<file path="src/rtl/ram_loader_pkg.sv">
// Shared types and helpers for the Avalon-ST to on-chip RAM packet loader.
// Holds the FSM state encoding, default widths and the eop byteenable mapping.
package ram_loader_pkg;

    localparam int unsigned ADDR_W_DEF = 10;
    localparam int unsigned DATA_W_DEF = 32;
    localparam int unsigned CNT_W_DEF  = 11;
    localparam int unsigned BE_W       = 4;

    typedef enum logic [2:0] {
        IDLE,
        WAIT_SOP,
        STREAM,
        DISCARD,
        FINISH
    } state_t;

    // Full word unless this is the eop word, where trailing empty bytes are masked off.
    function automatic logic [BE_W-1:0] empty_to_be(input logic eop, input logic [1:0] empty);
        logic [BE_W-1:0] full;
        full = {BE_W{1'b1}};
        if (eop) begin
            return full >> empty;
        end
        return full;
    endfunction

endpackage

</file>
<file path="src/rtl/ram_stream_loader.sv">
// Captures one Avalon-ST packet into a single-port on-chip RAM at a programmable base.
// Reports word count, done, overflow and mid-packet sop to the control side.
module ram_stream_loader
    import ram_loader_pkg::*;
#(
    parameter int unsigned ADDR_W = ADDR_W_DEF,
    parameter int unsigned DATA_W = DATA_W_DEF,
    parameter int unsigned CNT_W  = CNT_W_DEF
) (
    input  logic              clk,
    input  logic              reset_n,
    input  logic              start,
    input  logic [ADDR_W-1:0] base_addr,
    input  logic [CNT_W-1:0]  max_words,
    output logic              busy,
    output logic              done,
    output logic [CNT_W-1:0]  word_count,
    output logic              overflow,
    output logic              err_sop,
    input  logic [DATA_W-1:0] snk_data,
    input  logic              snk_valid,
    output logic              snk_ready,
    input  logic              snk_sop,
    input  logic              snk_eop,
    input  logic [1:0]        snk_empty,
    output logic [ADDR_W-1:0] ram_address,
    output logic [BE_W-1:0]   ram_byteenable,
    output logic              ram_chipselect,
    output logic              ram_write,
    output logic [DATA_W-1:0] ram_writedata,
    output logic              ram_clken
);

    state_t              state_q, state_d;
    logic [ADDR_W-1:0]   base_q, base_d;
    logic [CNT_W-1:0]    limit_q, limit_d;
    logic [CNT_W-1:0]    cnt_d, cnt_wr;
    logic                ovf_d, esop_d;
    logic                wr_d, ready_d, busy_d, done_d;
    logic [ADDR_W-1:0]   addr_d;
    logic [BE_W-1:0]     be_d;
    logic [DATA_W-1:0]   data_d;
    logic                accept, do_write, restart;

    assign accept = snk_valid & snk_ready;

    // State, packet context and the write-issue stage all register here.
    always_ff @(posedge clk or negedge reset_n) begin
        if (!reset_n) begin
            state_q        <= IDLE;
            base_q         <= '0;
            limit_q        <= '0;
            word_count     <= '0;
            overflow       <= 1'b0;
            err_sop        <= 1'b0;
            busy           <= 1'b0;
            done           <= 1'b0;
            snk_ready      <= 1'b0;
            ram_address    <= '0;
            ram_byteenable <= '0;
            ram_chipselect <= 1'b0;
            ram_write      <= 1'b0;
            ram_writedata  <= '0;
            ram_clken      <= 1'b0;
        end else begin
            state_q        <= state_d;
            base_q         <= base_d;
            limit_q        <= limit_d;
            word_count     <= cnt_d;
            overflow       <= ovf_d;
            err_sop        <= esop_d;
            busy           <= busy_d;
            done           <= done_d;
            snk_ready      <= ready_d;
            ram_address    <= addr_d;
            ram_byteenable <= be_d;
            ram_chipselect <= wr_d;
            ram_write      <= wr_d;
            ram_writedata  <= data_d;
            ram_clken      <= 1'b1;
        end
    end

    // Next-state, packet bookkeeping and next write beat.
    always_comb begin
        state_d  = state_q;
        base_d   = base_q;
        limit_d  = limit_q;
        cnt_d    = word_count;
        cnt_wr   = word_count;
        ovf_d    = overflow;
        esop_d   = err_sop;
        wr_d     = 1'b0;
        addr_d   = ram_address;
        be_d     = ram_byteenable;
        data_d   = ram_writedata;
        do_write = 1'b0;
        restart  = 1'b0;

        case (state_q)
            IDLE: begin
                if (start) begin
                    base_d  = base_addr;
                    limit_d = (max_words == '0) ? CNT_W'(2 ** ADDR_W) : max_words;
                    cnt_d   = '0;
                    ovf_d   = 1'b0;
                    esop_d  = 1'b0;
                    state_d = WAIT_SOP;
                end
            end
            WAIT_SOP: begin
                if (accept && snk_sop) begin
                    do_write = 1'b1;
                    restart  = 1'b1;
                end
            end
            STREAM: begin
                if (accept) begin
                    do_write = 1'b1;
                    if (snk_sop) begin
                        esop_d  = 1'b1;
                        restart = 1'b1;
                    end
                end
            end
            DISCARD: begin
                if (accept && snk_eop) begin
                    state_d = FINISH;
                end
            end
            FINISH:  state_d = IDLE;
            default: state_d = IDLE;
        endcase

        // A restart (first sop or a repeated sop) always lands back at the base address.
        if (do_write) begin
            cnt_wr = restart ? '0 : word_count;
            cnt_d  = cnt_wr + CNT_W'(1);
            wr_d   = 1'b1;
            addr_d = base_q + ADDR_W'(cnt_wr);
            be_d   = empty_to_be(snk_eop, snk_empty);
            data_d = snk_data;
            if (snk_eop) begin
                state_d = FINISH;
            end else if (cnt_d >= limit_q) begin
                ovf_d   = 1'b1;
                state_d = DISCARD;
            end else begin
                state_d = STREAM;
            end
        end

        ready_d = (state_d == WAIT_SOP) || (state_d == STREAM) || (state_d == DISCARD);
        busy_d  = (state_d != IDLE);
        done_d  = (state_d == FINISH);
    end

endmodule
</file>
<file path="config.mk">
export PLATFORM = sky130hd
export DESIGN_NAME = ram_stream_loader
export DESIGN_NICKNAME = d
export VERILOG_FILES = /design/src/rtl/ram_loader_pkg.sv /design/src/rtl/ram_stream_loader.sv
export SDC_FILE = /design/constraint.sdc
export NUM_CORES = 1
export LEC_CHECK = 0
export CAP_MARGIN = 20
export CELL_PAD_IN_SITES_DETAIL_PLACEMENT = 1
export CELL_PAD_IN_SITES_GLOBAL_PLACEMENT = 1
export CORE_ASPECT_RATIO = 1.5
export CORE_UTILIZATION = 38
export DETAILED_ROUTE_END_ITERATION = 16
export MAX_ROUTING_LAYER = met4
export PLACE_DENSITY = 0.84
export SLEW_MARGIN = 10
export SYNTH_ARGS = -nofsm -noshare
export SYNTH_HDL_FRONTEND = slang
export SYNTH_SLANG_ARGS = --single-unit
</file>
<file path="constraint.sdc">
create_clock -name clk -period 6.29 [get_ports clk]
set_input_delay 1.258 -clock clk [delete_from_list [all_inputs] [get_ports clk]]
set_output_delay 1.258 -clock clk [all_outputs]
set_load 0.1 [all_outputs]
</file>
==> results.md <==
* Synth Net Count at approximately 580
* WHS Path Cells at 2
* Final WL at roughly 13 mm
* Worst path slowest cell: clkdlybuf4s50_1
* Vias at ~4000
* Power Dens Cells at 581 nW/um^2
* CP Data Arrival Time at around 4.3 ns
* Crit path max fanout at 16
* CP Class: input pin to flop
* Port bufs at about 130
* Initial DRC Count at around 110
* Synth async-reset ratio at between 90% and 100%
* Count of different cell masters after synthesis at 57
* Die width at 90.2 um
* Worst flop-to-flop path startpoint: state_q[0]$_DFF_PN0_
* Leak at 2.81 nW
* Hold Path Origin: ram_writedata[27]$_DFFE_PN0P_
* Root buffer cell: clkbuf_16
* Layout Utilization at about 53%
* Outcome: finished, final reports clean
* Max Cap Viol at 0
* Antenna violations before repair at 0
* Endpoint, Worst Hold: ram_writedata[27]$_DFFE_PN0P_
* Nets at about 700
* Clock buffer depth at 2
* Layout cells sized above 1 at 4.40%
* Vias/cell at about 5.2
* Yosys Warn Count at 0
* Crit-path cells: clkdlybuf4s50_1, and4b_1, nand2_1, and2_1, ha_1, a21oi_1, o21bai_1, a311o_1, nand4_1, or3b_1
* Routability congestion estimate at ~0.87
* Vias in the first global route at about 4300
* TritonCTS Sinks at 88
* Setup-failing EPs final at 0
* Clock Pin Slew Worst Setup and Hold Paths at 0.06 ns
* CTS tree: done
* RSZ-0062 raised after global routing: no
* Seq/Total Area, Yosys at 49.7%
* Worst slew margin at between 30% and 40%
* Residual DRC at 0
* Post-Place Cells at between 700 and 800
* Diodes inserted at 0
* Synth Register Bits at 88
* CP Capture Type: flop
* Most frequent cells in the layout: nand2_1 (164), clkdlybuf4s50_1 (124), dfrtp_1 (88)
* Total Neg Setup Slack at 0 ns
* Pins Over Slew Limit at 0
* H-tree depth at 3
* Commonest non-fill, non-tap cell in the layout: nand2_1
* Crit path buffers/inverters at 1
* Core box area at approximately 11000 um^2
* Die Y at 134 um
* Hold_buf cts at 0
* Highest clock rate at 242 MHz
* Peak supply drop at roughly 180 uV
* Cell Rows at 48
* Avg Inst Size Synth at roughly 8.9 um^2
* IO Pins at around 130
* Setup bufs post-CTS at 0
* Total grt overflow at 0
* Area growth from synthesis to layout at 37.0%
* Number of enable flip-flop cells after synthesis at 0
* Critical Path RT at approximately 6.5 ns
* Largest net degree at the start of global routing at 87
* Drt wl/cell at 17.1 um
* Crit start category: input pin
* DIE AREA at 12100 um^2
* R2R cell count at 9
* Dominant synthesized flop cell: dfrtp_1
* Post-CTS resize count at 0
* GRT Util Overall at 23.1%
* Final ANT Viol Nets at 0
* Reg2reg end: ram_address[9]$_DFFE_PN0P_
* CP delay by family, top: simple AND/OR/NAND/NOR gates
* Layout Cells excl Fill at 763
* Total CTS buffers at 9
* Fillers at roughly 1300
* Worst hold slack at approximately 0.48 ns
* Tmin final at 4.13 ns
* Largest stage delay on the critical path at between 0.5 and 0.6 ns
* Final Hold Fails at 0
* Synthesized area at approximately 4400 um^2
* Tot Pwr at about 3.5 mW
* R2r setup slk at between 3 and 4 ns
* Slew @ Worst Pin at around 1.0 ns
* Initial Util at roughly 39%
* Pre-antenna DRT Iters at 4
* DP HPWL at 9.76 mm
* Clock skew at 0.00687 ns
* Mapped Cells at a little under 500
* First-pass GRT wire length at 21.6 mm
* Fin crit share at between 60 and 70%
* Worst min path class: flop to flop
* Clock Latency Late Sink at around 0.34 ns
==> routing by layer <==
metal	global-route usage, %	vias up	share of wire, %
li1	-	1885	-
met1	24.8	1942	39
met2	42.5	107	55
met3	4.14	20	3.4
met4	8.06	0	2.4
met5	-	-	0
==> cells in the mapped netlist (all sizes together) (4+ instances only) <==
| library cell | count | area, um^2 |
|---|---|---|
| nand2 | 164 | 616 |
| dfrtp | 88 | 2200 |
| nor2 | 26 | 97.6 |
| o21ai | 23 | 115 |
| buf | 18 | 96.4 |
| ha | 18 | 225 |
| a21oi | 12 | 60.1 |
| inv | 12 | 45.0 |
| and2 | 10 | 62.6 |
| clkbuf | 10 | 37.5 |
| nand3 | 9 | 45.0 |
| xnor2 | 9 | 78.8 |
| xor2 | 9 | 78.8 |
| o31ai | 8 | 60.1 |
| and3 | 6 | 37.5 |
| nand2b | 6 | 37.5 |
| nand4 | 6 | 37.5 |
| a21o | 5 | 37.5 |
| a21boi | 4 | 41.3 |
==> worst max path at each step <==
stage                     cells after the start                    endpoint  slack (ns)  startpoint
final                                        10  ram_address[9]$_DFFE_PN0P_        2.16   snk_valid
after global routing                         10  ram_address[9]$_DFFE_PN0P_        1.93     snk_sop
after CTS                                    10  ram_address[9]$_DFFE_PN0P_        2.17   snk_valid
after detailed placement                     10  ram_address[9]$_DFFE_PN0P_        1.85   snk_valid
after global placement                       10  ram_address[9]$_DFFE_PN0P_        1.98   snk_valid
after floorplan                              10  ram_address[9]$_DFFE_PN0P_        2.76   snk_valid
==> area by class of cell <==
class,instances,area (um^2),share of cell area (%)
repair buffers,130,1310,21.5
well taps,150,188,3.09
inverters,13,48.8,0.803
clock inverters,3,17.5,0.288
multi-input cells,367,2050,33.8
clock buffers,12,256,4.22
flip-flops and latches,88,2200,36.3
==> stage by stage <==
stage | cell area [um^2] | setup slack (ns)
after floorplan | 4430 | 2.76
after global placement | 5770 | 1.98
after detailed placement | 5770 | 1.85
after CTS | 6050 | 2.17
after global routing | 6070 | 1.93
final | 6070 | 2.16
==> tightest hold or removal path, delay by kind of cell (launching register included) <==
kind	cells	cell delay (ns)
flip-flops	1	0.34
AND/OR/NAND/NOR	2	0.11
==> cell families (layout without fill, tap and decap cells) <==
logic type | count (synthesis) | after routing | share of synthesized area [%]
and+or+nand+nor | 247 | 247 | 24.5
DFF | 88 | 88 | 49.7
AOI/OAI and AO/OA | 81 | 81 | 12.5
buffers and inverters | 41 | 158 | 4.12
adders and majority gates | 18 | 18 | 5.08
xor gates and xnor gates | 18 | 18 | 3.56
muxes | 2 | 2 | 0.480
other | 1 | 1 | 0.0846
==> registers in the layout, summed over array words and instances, names as in the netlist, 3 cells and up <==
register	cells
ram_writedata	32
state_q	3
limit_q	11
ram_address	10
ram_byteenable	4
word_count	11
base_q	10
==> power breakdown <==
| part | internal, mW | leakage [nW] | switching [mW] |
|---|---|---|---|
| logic | 0.500 | 1.58 | 1.58 |
| clock network | 0.286 | 0.134 | 0.210 |
| registers | 0.788 | 1.10 | 0.161 |
| total | 1.57 | 2.81 | 1.96 |
(Power assumes the default switching activity.)
